File: config.mk
export PLATFORM = sky130hd
export DESIGN_NAME = sram_arbiter
export DESIGN_NICKNAME = d
export VERILOG_FILES = /design/src/rtl/sram_arbiter.sv
export SDC_FILE = /design/constraint.sdc
export NUM_CORES = 1
export LEC_CHECK = 0
export CAP_MARGIN = 20
export CORE_AREA = 2 2 76 96
export DETAILED_ROUTE_END_ITERATION = 8
export DIE_AREA = 0 0 78 98
export GPL_ROUTABILITY_DRIVEN = 0
export PLACE_DENSITY = 0.92
export SYNTH_ARGS = -nofsm -noshare
export SYNTH_HDL_FRONTEND = slang
export SYNTH_SLANG_ARGS = --single-unit
File: constraint.sdc
create_clock -name clk -period 6.41 [get_ports clk]
set_clock_uncertainty 0.2 [all_clocks]
set_input_delay 1.282 -clock clk [delete_from_list [all_inputs] [get_ports clk]]
set_output_delay 1.282 -clock clk [all_outputs]
set_load 0.05 [all_outputs]
File: src/rtl/sram_arbiter.sv
// sram_arbiter: two-port round-robin arbiter and strobe sequencer for an external async SRAM.
// One single-word access at a time: IDLE -> ACCESS (WAIT_CYCLES clocks) -> HOLD -> IDLE.
module sram_arbiter #(
    parameter int WAIT_CYCLES = 2
) (
    input  logic        clk,
    input  logic        rst,
    input  logic        req0_valid,
    input  logic        req0_we,
    input  logic [18:0] req0_addr,
    input  logic [15:0] req0_wdata,
    output logic        req0_ready,
    output logic        req0_done,
    input  logic        req1_valid,
    input  logic        req1_we,
    input  logic [18:0] req1_addr,
    input  logic [15:0] req1_wdata,
    output logic        req1_ready,
    output logic        req1_done,
    output logic [15:0] rdata,
    output logic [18:0] ADR,
    output logic [15:0] dat_o,
    output logic        dat_oe,
    input  logic [15:0] dat_i,
    output logic        RAMCS,
    output logic        RAMOE,
    output logic        RAMWE
);
    typedef enum logic [1:0] {IDLE, ACCESS, HOLD} state_t;

    state_t     state, state_nx;
    logic [3:0] cnt;
    logic       last_grant, we_q, port_q, grant1, accept;

    // Port 1 wins when it is the only requester, or on a tie when port 0 had the last grant
    assign grant1     = req1_valid & (~req0_valid | ~last_grant);
    assign req0_ready = (state == IDLE) & req0_valid & ~grant1;
    assign req1_ready = (state == IDLE) & grant1;
    assign accept     = req0_ready | req1_ready;

    always_ff @(posedge clk or posedge rst)
        if (rst) state <= IDLE;
        else     state <= state_nx;

    // Strobes decode straight from state so an async reset releases the bus at once
    always_comb begin
        state_nx  = state;
        RAMCS     = 1'b1;
        RAMOE     = 1'b1;
        RAMWE     = 1'b1;
        dat_oe    = 1'b0;
        req0_done = 1'b0;
        req1_done = 1'b0;
        if (state == IDLE)
            state_nx = accept ? ACCESS : IDLE;
        else if (state == ACCESS)
            state_nx = (cnt == 4'd0) ? HOLD : ACCESS;
        else
            state_nx = IDLE;
        if (state == ACCESS) begin
            RAMCS = 1'b0;
            RAMOE = we_q;
            RAMWE = ~we_q;
        end
        // Write data stays driven through HOLD to cover the SRAM data hold time
        dat_oe    = (state != IDLE) & we_q;
        req0_done = (state == HOLD) & ~port_q;
        req1_done = (state == HOLD) & port_q;
    end

    always_ff @(posedge clk or posedge rst)
        if (rst) begin
            cnt        <= 4'd0;
            last_grant <= 1'b1;
            we_q       <= 1'b0;
            port_q     <= 1'b0;
            ADR        <= 19'd0;
            dat_o      <= 16'd0;
            rdata      <= 16'd0;
        end else if (accept) begin
            cnt        <= 4'(WAIT_CYCLES - 1);
            last_grant <= grant1;
            port_q     <= grant1;
            we_q       <= grant1 ? req1_we : req0_we;
            ADR        <= grant1 ? req1_addr : req0_addr;
            dat_o      <= grant1 ? req1_wdata : req0_wdata;
        end else if (state == ACCESS) begin
            cnt <= (cnt == 4'd0) ? cnt : cnt - 4'd1;
            if (cnt == 4'd0 && !we_q) rdata <= dat_i;
        end
endmodule

==> summary.md, run 1 <==
| Metric | Value |
|---|---|
| Status | complete, no violations |
| Worst-path cell chain | clkdlybuf4s50_1, a21bo_2, and3_1, clkdlybuf4s50_1 |
| Final Cycle Share | 0.765 |
| I/O pins | approximately 150 |
| Area share of the largest cell type after synthesis | 0.531 |
| Commonest cells after routing, fill and taps aside | 150 x clkdlybuf4s50_1, 76 x a21oi_1, 59 x dfrtp_1, 37 x mux2i_1, 13 x clkbuf_8 |
| First-pass GRT wire length | roughly 12 mm |
| Placed instance count | between 400 and 500 |
| Synth area leader | dfrtp_1 |
| Clock root cell | clkbuf_8 |
| Port bufs | 150 |
| Most common cell after layout, fill and taps aside | clkdlybuf4s50_1 |
| HPWL after DPL | roughly 5.6 mm |
| F_max | slightly above 0.2 GHz |
| Initial drt markers | 92 |
| Overall overflow remaining after global route | 0 |
| Resize count post-CTS | 0 |
| Worst r2r dst | rdata[5] |
| Final max-slew violation count | 0 |
| Crit path top cell by count | clkdlybuf4s50_1 |
| Drt pass-1 iters | 4 |
| Vias in the first global route | 2575 |
| Unique masters post-synth | 35 |
| Critical Path End | req0_ready |
| Tot Pwr | 2.60 mW |
| Skew-Pair Late Insertion Delay | roughly 0.32 ns |
| Worst VDD drop | between 200 and 300 µV |
| Max stage delay on crit path | roughly 0.8 ns |
| Number of synthesized flops with an enable pin | 0 |
| Top FF cell, synth | dfrtp_1 |
| Sequential-to-total area share from yosys stat | 0.541 |
| Arrival time at the worst endpoint | ~3.4 ns |
| CP Capture Type | primary output |
| Final Critical Period | between 4 and 5 ns |
| Diode count | 0 |
| Post-Syn Area | 2780 µm² |
| Top post-synthesis cells by area | dfrtp_1 53%, a21oi_1 14%, mux2i_1 13% |
| Nets in the synthesized netlist | between 300 and 400 |
| Setup CP Type | primary input to primary output |
| Clock transition at the registers of the reported paths | about 0.060 ns |
| Antenna violations before repair | 0 |
| Die width | just under 80 µm |
| # rows | 34 |
| Net count reported at finish | roughly 480 |
| Per-cell routed wire length | 16.1 µm |
| Starting utilization of the core area | 0.408 |
| CP Data Required Time | about 4.9 ns |
| Pleak | about 2 nW |
| Worst R2R Start | cnt[0] |
| Die Y | ~98 µm |
| Num Clock Sinks | 60 |
| Inserted Clock Buffers | 9 |
| Type of origin of the critical path | primary input |
| FF+latch count, synth | 60 |
| Async SR Flop Fraction | 1.00 |
| RSZ-0062 raised after global routing | false |
| PD cells | between 500 and 600 nW/µm² |
| Synth Area per Inst | approximately 12 µm² |
| FF-to-FF setup slack | ~3.8 ns |
| Worst reg2reg path depth | 5 |
| Fillers | around 540 |
| Routed Antenna Nets | 0 |
| Largest net degree at the start of global routing | 61 |
| Core ar. | about 6800 µm² |
| Clk buf depth | 2 |
| H-tree lvl count | 3 |
| Hold-fix buffers, CTS | 0 |
| Maxcap violations | 0 |
| Final setup TNS | 0 ns |
| Setup Fix Bufs, Post-CTS | 0 |
| Worst Setup SP | req0_valid |
| Overall Global Routing Usage | 0.203 |
| Synth Instances | 241 |
| Worst Path Max Fanout | 19 |
| Fin cells | 480 |
| DRT Wirelength | 7.71 mm |
| Final Hold Vio Count | 0 |
| Residual DRC | 0 |
| Worst slew pin tran | between 0.9 and 1 ns |
| Hold Path Class | flop to flop |
| Count of final setup violators | 0 |
| Routed vias/inst | between 5 and 6 |
| P&R area growth vs syn | 62.3% |
| TritonCTS clock tree | done |
| Slew headroom | 0.363 |
| Warning count from the yosys run | 0 |
| Worst path slowest cell | clkdlybuf4s50_1 |
| Share of cells above drive strength 1 | 0.105 |
| Vias | approximately 2.4k |
| DIE AREA | between 7000 and 8000 µm² |
## logic make-up after synthesis
logic type / synth area share
DFF: 0.541
adders and majority gates: 0.00450
and+or+nand+nor: 0.0495
buffers and inverters: 0.0423
AOI/OAI and AO/OA: 0.152
muxes: 0.212
## routing by layer
metal / vias to the layer above / wire (µm) / track usage
met1: 1158 / 2890 / 0.225
met2: 97 / 4160 / 0.361
met5: - / 0 / 0
met4: 0 / 168 / 0.0688
li1: 1151 / - / -
met3: 16 / 487 / 0.0665
## power by group
group / total (mW) / switching, mW / internal, mW / leakage, nW
Combinational: 1.59 / 1.02 / 0.574 / 1.21
Sequential: 0.688 / 0.115 / 0.573 / 0.680
Clock: 0.317 / 0.137 / 0.180 / 0.0986
Total: 2.60 / 1.27 / 1.33 / 1.99
## critical path: cells and delay by family
kind / cells / cell delay (ns)
buf+inv: 2 / 1.34
compound gates: 1 / 0.54
simple gates: 1 / 0.25
## through the flow
step | hold WS (ns) | instance area [µm²] | setup WS [ns] | util
6_report | 0.310 | 4510 | 1.50 | 0.663
5_1_grt | 0.330 | 4510 | 1.41 | 0.663
4_1_cts | 0.310 | 4510 | 1.48 | 0.663
3_5_place_dp | 0.293 | 4330 | 1.48 | 0.635
3_3_place_gp | 0.278 | 4330 | 1.56 | 0.635
2_1_floorplan | 0.260 | 2780 | 2.14 | -
## cell type report
cell class | instances | area [µm²] | share of cell area
repair buffers | 153 | 1520 | 0.338
flip-flops and latches | 60 | 1500 | 0.333
multi-input cells | 157 | 1170 | 0.259
clock buffers | 14 | 183 | 0.0405
well taps | 90 | 113 | 0.0250
inverters | 5 | 18.8 | 0.00416
clock inverters | 1 | 5.00 | 0.00111
## sequential cells by signal (all words and copies together) (netlist names)
register	count
state	2
ADR	19
port_q	1
rdata	16
dat_o	16
last_grant	1
we_q	1
cnt	4
## how the worst min path moves through the flow
| stage | startpoint | endpoint | slack, ns | depth (start not counted) |
|---|---|---|---|---|
| CTS | cnt[0] | cnt[0] | 0.31 | 1 |
| global route | rdata[6] | rdata[6] | 0.33 | 1 |
| detailed placement | rdata[4] | rdata[4] | 0.29 | 1 |
| global placement | port_q | port_q | 0.28 | 1 |
| floorplan | cnt[0] | cnt[0] | 0.26 | 1 |
| finish | cnt[0] | cnt[0] | 0.31 | 1 |
## synthesized netlist by cell type (all sizes together) (2+ instances only)
master and count:
nor2 2, a21oi 76, nand2 3, and3 2, o21ai 2, mux2i 37, inv 5, dfrtp 59
clkbuf 13, mux2 16, nand2b 2, buf 6
Note: power is estimated with default switching activity, not from simulation.
==> inputs of run 2 (changes only) <==
--- a/config.mk
+++ b/config.mk
@@ -6,11 +6,11 @@
 export NUM_CORES = 1
 export LEC_CHECK = 0
 export CAP_MARGIN = 20
-export CORE_AREA = 2 2 76 96
+export CORE_AREA = 2 2 79 100
 export DETAILED_ROUTE_END_ITERATION = 8
-export DIE_AREA = 0 0 78 98
+export DIE_AREA = 0 0 81 102
 export GPL_ROUTABILITY_DRIVEN = 0
-export PLACE_DENSITY = 0.92
+export PLACE_DENSITY = 0.87
 export SYNTH_ARGS = -nofsm -noshare
 export SYNTH_HDL_FRONTEND = slang
 export SYNTH_SLANG_ARGS = --single-unit
==> constraint.sdc (replaced) <==
create_clock -name clk -period 5.15 [get_ports clk]
set_clock_uncertainty 0.2 [all_clocks]
set_input_delay 1.03 -clock clk [delete_from_list [all_inputs] [get_ports clk]]
set_output_delay 1.03 -clock clk [all_outputs]
set_load 0.05 [all_outputs]
==> run 2 against run 1 <==
First-iteration DRC count is 8.7% lower. Count of clock-buffer cells in the layout is 3 lower. Global-route usage is 0.83 points lower. Sequential share of layout area is 0.16 points higher. Register-to-register slack worse by 1.3 ns. Critical path type unchanged. Largest power group unchanged.
==> summary.md, run 2 (synthesized netlist as in run 1, its figures left out) <==
| Metric | Value |
|---|---|
| Number of flip-flops in the largest register | 19 |
| Final Hold Vio Count | 0 |
| Die Y | ~100 µm |
| Residual DRC | 0 |
| Worst reg2reg path depth | 5 |
| Drt pass-1 iters | 4 |
| Vias | between 2k and 2.5k |
| Routed vias/inst | 5.02 |
| Top flop regs | ADR (19), dat_o (16), rdata (16) |
| Combinational Power Share | 0.622 |
| Count of final setup violators | 0 |
| Commonest cells after routing, fill and taps aside | 150 x clkdlybuf4s50_1, 76 x a21oi_1, 59 x dfrtp_1, 37 x mux2i_1 |
| Fin cells | just under 500 |
| Status | complete, no violations |
| DRT Wirelength | 7.83 mm |
| Clock power frac | 0.108 |
| Pleak | slightly below 2 nW |
| TritonCTS clock tree | done |
| Worst path slowest cell | clkdlybuf4s50_1 |
| Die width | 81 µm |
| Worst r2r dst | rdata[6] |
| Diode count | 0 |
| Hold slack final | between 0.3 and 0.4 ns |
| FF-to-FF setup slack | approximately 2.6 ns |
| Flop pwr share | 0.269 |
| Setup CP Type | primary input to primary output |
| Hold endpoint | rdata[11] |
| Hold depth | 1 |
| Skew-Pair Late Insertion Delay | between 0.3 and 0.4 ns |
| Overall overflow remaining after global route | 0 |
| Placed instance count | ~470 |
| Max stage delay on crit path | 0.85 ns |
| PD cells | approximately 710 nW/µm² |
| Worst-path cell chain | clkdlybuf4s50_1, a21bo_2, nor3_1, clkdlybuf4s50_1 |
| DIE AREA | around 8300 µm² |
| Worst R2R Start | cnt[0] |
| Tot Pwr | approximately 3.2 mW |
| Worst hold path startpoint | rdata[11] |
| CP Data Required Time | 3.92 ns |
| Register Area | around 1500 µm² |
| Antenna violations before repair | 0 |
| Overall Global Routing Usage | 0.194 |
| Internal | 1.61 mW |
| Type of origin of the critical path | primary input |
| Arrival time at the worst endpoint | just under 3 ns |
| Final Cycle Share | 0.809 |
| Inserted Clock Buffers | 9 |
| Worst VDD drop | ~360 µV |
| Most flops, register | ADR |
| Per-cell routed wire length | between 15 and 20 µm |
| Worst Path Max Fanout | 9 |
| Largest net degree at the start of global routing | just over 60 |
| CP Buf/Inv Count | 2 |
| Net Sw Frac | 0.497 |
| # rows | 35 |
| Utilization after layout | 0.618 |
| Fillers | ~620 |
| Resize count post-CTS | 0 |
| H-tree lvl count | 3 |
| Net count reported at finish | between 400 and 500 |
| First-pass GRT wire length | ~12 mm |
| Setup Fix Bufs, Post-CTS | 0 |
| Initial drt markers | 84 |
| RSZ-0062 raised after global routing | false |
| Num Clock Sinks | 60 |
| Clock transition at the registers of the reported paths | 0.06 ns |
| Final Critical Period | 4.17 ns |
| Sw Pwr | approximately 1.6 mW |
| Routed Antenna Nets | 0 |
| HPWL after DPL | 5.73 mm |
| Vias in the first global route | around 2.5k |
| Clock root cell | clkbuf_8 |
| Core ar. | between 7000 and 8000 µm² |
| Pre-CTS setup slack | 1.00 ns |
| Maxcap violations | 0 |
| Most common cell after layout, fill and taps aside | clkdlybuf4s50_1 |
| CP top delay family | buffers and inverters |
| Placement Cell Area | 4340 µm² |
| Hold Path Class | flop to flop |
| Starting utilization of the core area | 0.382 |
| Area occupied by multi-input gates | between 1000 and 1500 µm² |
| Clk buf depth | 2 |
| Worst setup margin | 0.983 ns |
| Final setup TNS | 0 ns |
| P&R area growth vs syn | 61.6% |
| Final instance area | ~4500 µm² |
| Crit path top cell by count | clkdlybuf4s50_1 |
| Final max-slew violation count | 0 |
| Port bufs | 150 |
| Slew headroom | 0.406 |
| F_max | 0.240 GHz |
| Hold-fix buffers, CTS | 0 |
| I/O pins | ~150 |
| CP Capture Type | primary output |
| Worst slew pin tran | 0.892 ns |
| Share of cells above drive strength 1 | 0.105 |
==> run 2: layout make-up <==
cell class                 instances  area share
clock inverter                     3     0.00334
multi-input combinational        157       0.260
inverter                           5     0.00418
clock buffer                      11      0.0315
sequential                        60       0.335
tap                               92      0.0256
timing repair buffer             154       0.341
==> run 2: how the worst max path moves through the flow <==
stage / endpoint / depth (start not counted) / startpoint
floorplan: req1_ready / 3 / req1_valid
global placement: req1_ready / 4 / req1_valid
detailed placement: req1_ready / 4 / req1_valid
CTS: req1_ready / 4 / req1_valid
global route: req1_ready / 4 / req1_valid
finish: req1_ready / 4 / req1_valid
==> run 2: power by group through the flow <==
stage / sequential [mW] / combinational [mW] / clock, mW
detailed placement: 0.865 / 2.01 / 0
global route: 0.890 / 2.10 / 0.382
global placement: 0.855 / 1.97 / 0
CTS: 0.863 / 2.01 / 0.356
floorplan: 1.54 / 0.645 / 0
finish: 0.863 / 1.99 / 0.346
==> run 2: routing by layer <==
layer	global-route usage	wire length, µm	up-vias
met3	0.0486	451	12
li1	-	-	1156
met2	0.342	4250	89
met5	0	0	-
met1	0.224	2970	1164
met4	0.0782	159	0
